## config.mk

```make
export PLATFORM = sky130hd
export DESIGN_NAME = t03_cache_mem_ctrl_flat
export DESIGN_NICKNAME = d
export VERILOG_FILES = /design/src/rtl/t03_cache_mem_ctrl_if.sv /design/src/rtl/t03_cache_mem_ctrl.sv /design/src/flat_wrapper.sv
export SDC_FILE = /design/constraint.sdc
export NUM_CORES = 1
export LEC_CHECK = 0
export ABC_AREA = 1
export CELL_PAD_IN_SITES_DETAIL_PLACEMENT = 1
export CELL_PAD_IN_SITES_GLOBAL_PLACEMENT = 1
export CORE_ASPECT_RATIO = 1.75
export CORE_UTILIZATION = 41
export CTS_CLUSTER_DIAMETER = 80
export DETAILED_ROUTE_END_ITERATION = 8
export PLACE_DENSITY_LB_ADDON = 0.1
export REMOVE_ABC_BUFFERS = 1
export SYNTH_ARGS = -nofsm -noshare
export SYNTH_HDL_FRONTEND = slang
export SYNTH_SLANG_ARGS = --single-unit
```

## constraint.sdc

```tcl
create_clock -name clk -period 3.7 [get_ports clk]
set_input_delay 0.555 -clock clk [delete_from_list [all_inputs] [get_ports clk]]
set_output_delay 0.555 -clock clk [all_outputs]
set_load 0.05 [all_outputs]
```

## src/rtl/t03_cache_mem_ctrl_if.sv

```systemverilog
// rtl/t03_cache_mem_ctrl_if.sv - CPU-side and memory-side bus bundle for the t03 data cache controller
// Signals:
//   memRead/memWrite/addr/wdata : CPU request, held while stall=1
//   rdata/hit/stall             : CPU response
//   mem_req/mem_we/mem_addr/mem_wdata : memory request, held until mem_ack
//   mem_rdata/mem_ack           : memory response, mem_ack is a one-cycle pulse
// Modports: slave = controller view, master = CPU/memory environment view.
interface t03_cache_mem_ctrl_if;
  logic        memRead;
  logic        memWrite;
  logic [31:0] addr;
  logic [31:0] wdata;
  logic [31:0] rdata;
  logic        hit;
  logic        stall;
  logic        mem_req;
  logic        mem_we;
  logic [31:0] mem_addr;
  logic [31:0] mem_wdata;
  logic [31:0] mem_rdata;
  logic        mem_ack;

  modport slave (
    input  memRead, memWrite, addr, wdata, mem_rdata, mem_ack,
    output rdata, hit, stall, mem_req, mem_we, mem_addr, mem_wdata
  );

  modport master (
    output memRead, memWrite, addr, wdata, mem_rdata, mem_ack,
    input  rdata, hit, stall, mem_req, mem_we, mem_addr, mem_wdata
  );
endinterface

```

## src/rtl/t03_cache_mem_ctrl.sv

```systemverilog
// rtl/t03_cache_mem_ctrl.sv - direct-mapped one-word-per-line write-through data cache controller
// Ports:
//   clk : rising-edge clock
//   rst : synchronous active-high reset
//   bus : t03_cache_mem_ctrl_if.slave (CPU request/response and memory req/ack)
// Parameter LINES (power of two, >=2) sets the number of cache lines.
module t03_cache_mem_ctrl #(
  parameter int LINES = 8
) (
  input  logic                  clk,
  input  logic                  rst,
  t03_cache_mem_ctrl_if.slave   bus
);
  localparam int IDX  = $clog2(LINES);
  localparam int TAGW = 30 - IDX;

  typedef enum logic [1:0] {
    S_IDLE  = 2'd0,
    S_FILL  = 2'd1,
    S_WRITE = 2'd2,
    S_WDONE = 2'd3
  } state_t;

  state_t            r_state;
  state_t            w_next;
  logic [LINES-1:0]  r_valid;
  logic [TAGW-1:0]   r_tag_arr  [LINES];
  logic [31:0]       r_data_arr [LINES];
  logic [31:0]       r_mem_addr;
  logic [31:0]       r_mem_wdata;

  logic [IDX-1:0]    w_idx;
  logic [TAGW-1:0]   w_tag;
  logic              w_hit;
  logic [IDX-1:0]    w_lat_idx;
  logic [TAGW-1:0]   w_lat_tag;
  logic              w_lat_hit;
  logic              w_stall;
  logic [31:0]       w_rdata;
  logic              w_latch_addr;
  logic              w_latch_wdata;
  logic              w_fill;
  logic              w_wr_update;
  logic              w_unused_lsb;

  // Byte offset is meaningless for a word cache.
  assign w_unused_lsb = ^bus.addr[1:0];

  assign w_idx = bus.addr[IDX+1:2];
  assign w_tag = bus.addr[31:IDX+2];
  assign w_hit = r_valid[w_idx] && (r_tag_arr[w_idx] == w_tag);

  // Array updates use the latched address so they never depend on the
  // CPU keeping its request stable across the stall.
  assign w_lat_idx = r_mem_addr[IDX+1:2];
  assign w_lat_tag = r_mem_addr[31:IDX+2];
  assign w_lat_hit = r_valid[w_lat_idx] && (r_tag_arr[w_lat_idx] == w_lat_tag);

  assign w_fill      = (r_state == S_FILL)  && bus.mem_ack;
  assign w_wr_update = (r_state == S_WRITE) && bus.mem_ack && w_lat_hit;

  always_comb begin
    w_next        = r_state;
    w_stall       = 1'b0;
    w_rdata       = 32'h0;
    w_latch_addr  = 1'b0;
    w_latch_wdata = 1'b0;
    case (r_state)
      S_IDLE: begin
        if (bus.memWrite) begin
          w_stall       = 1'b1;
          w_latch_addr  = 1'b1;
          w_latch_wdata = 1'b1;
          w_next        = S_WRITE;
        end else if (bus.memRead) begin
          if (w_hit) begin
            w_rdata = r_data_arr[w_idx];
          end else begin
            w_stall      = 1'b1;
            w_latch_addr = 1'b1;
            w_next       = S_FILL;
          end
        end
      end
      S_FILL: begin
        w_stall = 1'b1;
        if (bus.mem_ack) w_next = S_IDLE;
      end
      S_WRITE: begin
        w_stall = 1'b1;
        if (bus.mem_ack) w_next = S_WDONE;
      end
      S_WDONE: begin
        // One unstalled cycle lets the CPU retire the store; requests ignored.
        w_next = S_IDLE;
      end
      default: w_next = S_IDLE;
    endcase
  end

  always_ff @(posedge clk) begin
    if (rst) r_state <= S_IDLE;
    else     r_state <= w_next;
  end

  always_ff @(posedge clk) begin
    if (rst) begin
      r_valid     <= '0;
      r_mem_addr  <= 32'h0;
      r_mem_wdata <= 32'h0;
    end else begin
      if (w_latch_addr)  r_mem_addr  <= {bus.addr[31:2], 2'b00};
      if (w_latch_wdata) r_mem_wdata <= bus.wdata;
      if (w_fill)        r_valid[w_lat_idx] <= 1'b1;
    end
  end

  // Tag and data arrays are not cleared by reset; the valid bits guard them.
  always_ff @(posedge clk) begin
    if (!rst) begin
      if (w_fill) begin
        r_data_arr[w_lat_idx] <= bus.mem_rdata;
        r_tag_arr[w_lat_idx]  <= w_lat_tag;
      end else if (w_wr_update) begin
        r_data_arr[w_lat_idx] <= r_mem_wdata;
      end
    end
  end

  assign bus.hit       = w_hit;
  assign bus.stall     = w_stall;
  assign bus.rdata     = w_rdata;
  assign bus.mem_req   = (r_state == S_FILL) || (r_state == S_WRITE);
  assign bus.mem_we    = (r_state == S_WRITE);
  assign bus.mem_addr  = r_mem_addr;
  assign bus.mem_wdata = r_mem_wdata;
endmodule

```

## src/flat_wrapper.sv

```systemverilog
// flat-port wrapper written by rule: the top's interface ports become plain ports
module t03_cache_mem_ctrl_flat 
#(
  parameter int LINES = 8
)
  (clk, rst, bus_memRead, bus_memWrite, bus_addr, bus_wdata, bus_mem_rdata, bus_mem_ack, bus_rdata, bus_hit, bus_stall, bus_mem_req, bus_mem_we, bus_mem_addr, bus_mem_wdata);
  t03_cache_mem_ctrl_if bus_i ();
  input  logic clk;
  input  logic rst;
  input wire logic [$bits(bus_i.memRead)-1:0] bus_memRead;
  input wire logic [$bits(bus_i.memWrite)-1:0] bus_memWrite;
  input wire logic [$bits(bus_i.addr)-1:0] bus_addr;
  input wire logic [$bits(bus_i.wdata)-1:0] bus_wdata;
  input wire logic [$bits(bus_i.mem_rdata)-1:0] bus_mem_rdata;
  input wire logic [$bits(bus_i.mem_ack)-1:0] bus_mem_ack;
  output wire logic [$bits(bus_i.rdata)-1:0] bus_rdata;
  output wire logic [$bits(bus_i.hit)-1:0] bus_hit;
  output wire logic [$bits(bus_i.stall)-1:0] bus_stall;
  output wire logic [$bits(bus_i.mem_req)-1:0] bus_mem_req;
  output wire logic [$bits(bus_i.mem_we)-1:0] bus_mem_we;
  output wire logic [$bits(bus_i.mem_addr)-1:0] bus_mem_addr;
  output wire logic [$bits(bus_i.mem_wdata)-1:0] bus_mem_wdata;
  assign bus_i.memRead = bus_memRead;
  assign bus_i.memWrite = bus_memWrite;
  assign bus_i.addr = bus_addr;
  assign bus_i.wdata = bus_wdata;
  assign bus_i.mem_rdata = bus_mem_rdata;
  assign bus_i.mem_ack = bus_mem_ack;
  assign bus_rdata = bus_i.rdata;
  assign bus_hit = bus_i.hit;
  assign bus_stall = bus_i.stall;
  assign bus_mem_req = bus_i.mem_req;
  assign bus_mem_we = bus_i.mem_we;
  assign bus_mem_addr = bus_i.mem_addr;
  assign bus_mem_wdata = bus_i.mem_wdata;
  t03_cache_mem_ctrl #(.LINES(LINES)) u_core (.clk(clk), .rst(rst), .bus(bus_i));
endmodule
```

==> impl_metrics.env <==
export IMPL_status="complete, no violations"
export IMPL_dp_hpwl_um=56030
export IMPL_dr_wl_met2_um=48520
export IMPL_hold_viol_final=0
export IMPL_syn_area_um2=25690
export IMPL_utilization_pct=50.78
export IMPL_num_rows=121
export IMPL_tritoncts="yes"
export IMPL_top_layer="met5"
export IMPL_die_w_um=191.2
export IMPL_numClockSinks=547
export IMPL_timing_fmax_ghz=0.2795
export IMPL_p_leak_nw=12.21
export IMPL_clk_insertion_delay_late_ns=0.62
export IMPL_layout_common_cells="565 x nand2_1, 472 x edfxtp_1, 324 x o21ai_0"
export IMPL_min_from="u_core.r_valid[5]$_SDFFE_PP0P_"
export IMPL_initial_core_util_pct=41.39
export IMPL_synth_edf_count=472
export IMPL_antenna_cells=0
export IMPL_grt_max_degree=88
export IMPL_io_pins=201
export IMPL_path_max_fanout=20
export IMPL_final_common_cell="nand2_1"
export IMPL_wl_um=89610
export IMPL_avgViaCountPerCell=5.513
export IMPL_grtUsageTotal_pct=27.57
export IMPL_crit_arrival_ns=3.02
export IMPL_drv_cap=0
export IMPL_drtIter0Drc=1105
export IMPL_numCtsBuffers=52
export IMPL_coreArea_um2=62070
export IMPL_cts_clk_slew_worst_paths_ns=0.07
export IMPL_nets=3067
export IMPL_drv_slew=0
export IMPL_pwr_density_cell_nw_per_um2=546.9
export IMPL_cpMostUsedCell="nand2_1"
export IMPL_critPathKind="in2out"
export IMPL_yosys_cell_types_count=33
export IMPL_ys_seq_area_share_pct=61.01
export IMPL_h_tree_depth=2
export IMPL_start_kind="input port"
export IMPL_cp_startpoint="bus_addr[4]"
export IMPL_hp_class="reg2reg"
export IMPL_layout_drive_gt1_share_pct=9.950
export IMPL_grt_overflow=0
export IMPL_tns_ns=0
export IMPL_synthArstFlopShare_pct=0
export IMPL_ctsLongestPathBuffers=3
export IMPL_hold_slack_ns=0.5067
export IMPL_dieArea_um2=63710
export IMPL_firstDrtPassIters=5
export IMPL_cp_cell_sequence="buf_2 > inv_2 > buf_12 > nand3_1 > nand3b_1 > nand2_1 > nor2_1 > nand2_1 > nor2_1 > nand2_1 > nor2_4 > nand3_4 > clkbuf_16 > nor2_2 > buf_12"
export IMPL_max_slew_margin_pct=31.12
export IMPL_period_needed_ns=3.578
export IMPL_vias=20970
export IMPL_rsz0062_at_grt="yes"
export IMPL_gp_congestion=0.8682
export IMPL_wl_per_cell_um=23.56
export IMPL_met1_length_um=33820
export IMPL_fp_dieH_um=333.2
export IMPL_cp_slowest_cell="inv_2"
export IMPL_synth_top_area_cell="edfxtp_1"
export IMPL_worstPathRequired_ns=3.14
export IMPL_fin_skew_ns=0.03221
export IMPL_first_global_vias=22320
export IMPL_drc=0
export IMPL_synth_cells=2780
export IMPL_slowest_delay_ns=0.29
export IMPL_cts_root_buf="clkbuf_16"
export IMPL_critPathBufInv=5
export IMPL_grt_pass1_wl_um=131000
export IMPL_area_growth_pct=22.67
export IMPL_vdd_drop_max_uv=501.2
export IMPL_end_kind="output pin"
export IMPL_antenna_found_initial=1
export IMPL_dr_wl_met3_um=3258
export IMPL_synth_seq_cells=547
export IMPL_yosysWarnings=0
export IMPL_worst_pin_slew_ns=1.033
export IMPL_postCtsHoldBufs=0
export IMPL_syn_area_per_cell_um2=9.242
export IMPL_synth_area_leaders="edfxtp_1 55%, nand2_1 8.3%, o21ai_0 6.3%"
export IMPL_placed_cell_area_um2=29420
export IMPL_post_route_period_util_pct=96.71
export IMPL_synthFlopType="edfxtp_1"
export IMPL_finalSetupViolations=0
export IMPL_yosysTopAreaCellShare_pct=55.16
export IMPL_worst_path_dominant_cell_family="simple AND/OR/NAND/NOR gates"
export IMPL_ant_nets=0
export IMPL_stdcell_area_um2=31520
export IMPL_totalPowerFinal_mw=17.24
export IMPL_port_buffers=196
-- worst paths after layout --
path / endpoint / slack, ns / cells past startpoint
worst min register to register: u_core.r_valid[5]$_SDFFE_PP0P_ / 0.51 / 2
worst min-delay path: u_core.r_valid[5]$_SDFFE_PP0P_ / 0.51 / 2
worst max-delay path: bus_rdata[22] / 0.12 / 15
worst max register to register: u_core.r_data_arr[0][6]$_DFFE_PP_ / 0.29 / 16
-- layer usage --
metal | up-vias | global-route usage [%]
met1 | 10530 | 30.20
met5 | - | 0
met2 | 512 | 52.63
met3 | 201 | 2.862
li1 | 9722 | -
met4 | 2 | 11.84
-- report_power, final --
group | total (mW) | internal [mW] | switching, mW
sequential | 7.45 | 7.11 | 0.336
combinational | 4.21 | 1.32 | 2.89
clock | 5.58 | 3.18 | 2.40
total | 17.2 | 11.6 | 5.63
-- cell families after synthesis --
family	share of synthesized area [%]
xor+xnor	0.3409
compound gates	11.60
simple gates	19.22
buf+inv	7.626
flops	61.01
other cells	0.01460
fa+ha+maj	0.1948
-- synth_stat cells (9+ instances only) --
master / count
nor3_1: 10
clkbuf_1: 77
o21ai_1: 47
nand3b_1: 9
buf_4: 14
nand2_1: 567
o221ai_1: 32
dfxtp_1: 75
nor2_1: 365
nand3_1: 233
buf_1: 12
xor2_1: 10
inv_1: 273
o211ai_1: 9
a21oi_1: 140
o21ai_0: 324
edfxtp_1: 472
buf_6: 18
buf_2: 51
-- worst register-to-register path, cell delays in order, from the launching register on --
cell and delay (ns):
dfxtp_4 0.36, inv_2 0.20, buf_4 0.24, a21oi_1 0.09
o21ai_0 0.09, nand2_1 0.08, nand2_1 0.06, nand2_1 0.11
o22ai_1 0.41, nor2_1 0.09, nand2_1 0.07, nor2_1 0.05
nand2_2 0.22, nor2_8 0.06, nor2_2 0.67, nor2_4 0.11
buf_12 0.21
-- through the flow --
step	cells	setup slack (ns)
after floorplan	2608	-3.145
final	3804	0.1216
after CTS	3795	0.04350
after global placement	3698	0.07992
after detailed placement	3698	0.05895
after global routing	3804	-0.03088
-- flip-flops by register name, indices dropped and copies added (netlist names), named ones only --
signal                cells
u_core.r_state            2
u_core.bus.mem_wdata     32
u_core.r_data_arr       256
u_core.r_valid            8
u_core.r_tag_arr        216
u_core.bus.mem_addr      30
-- final cells by class --
cell class	instances	area, um2
Sequential cell	547	15680
Inverter	279	1056
Multi-Input combinational cell	1782	8325
Clock inverter	34	366.6
Clock buffer	63	1395
Tap cell	799	999.7
Fill cell	7001	30550
Timing Repair Buffer	300	3695
-- repair_timing --
action | in CTS | in global routing
endpoints found under the hold margin | 0 | 0
buffers inserted | 0 | 3
endpoints found under the setup margin | 0 | 32
gates resized for setup | 0 | 51
Power figures use the tool's default switching activity.
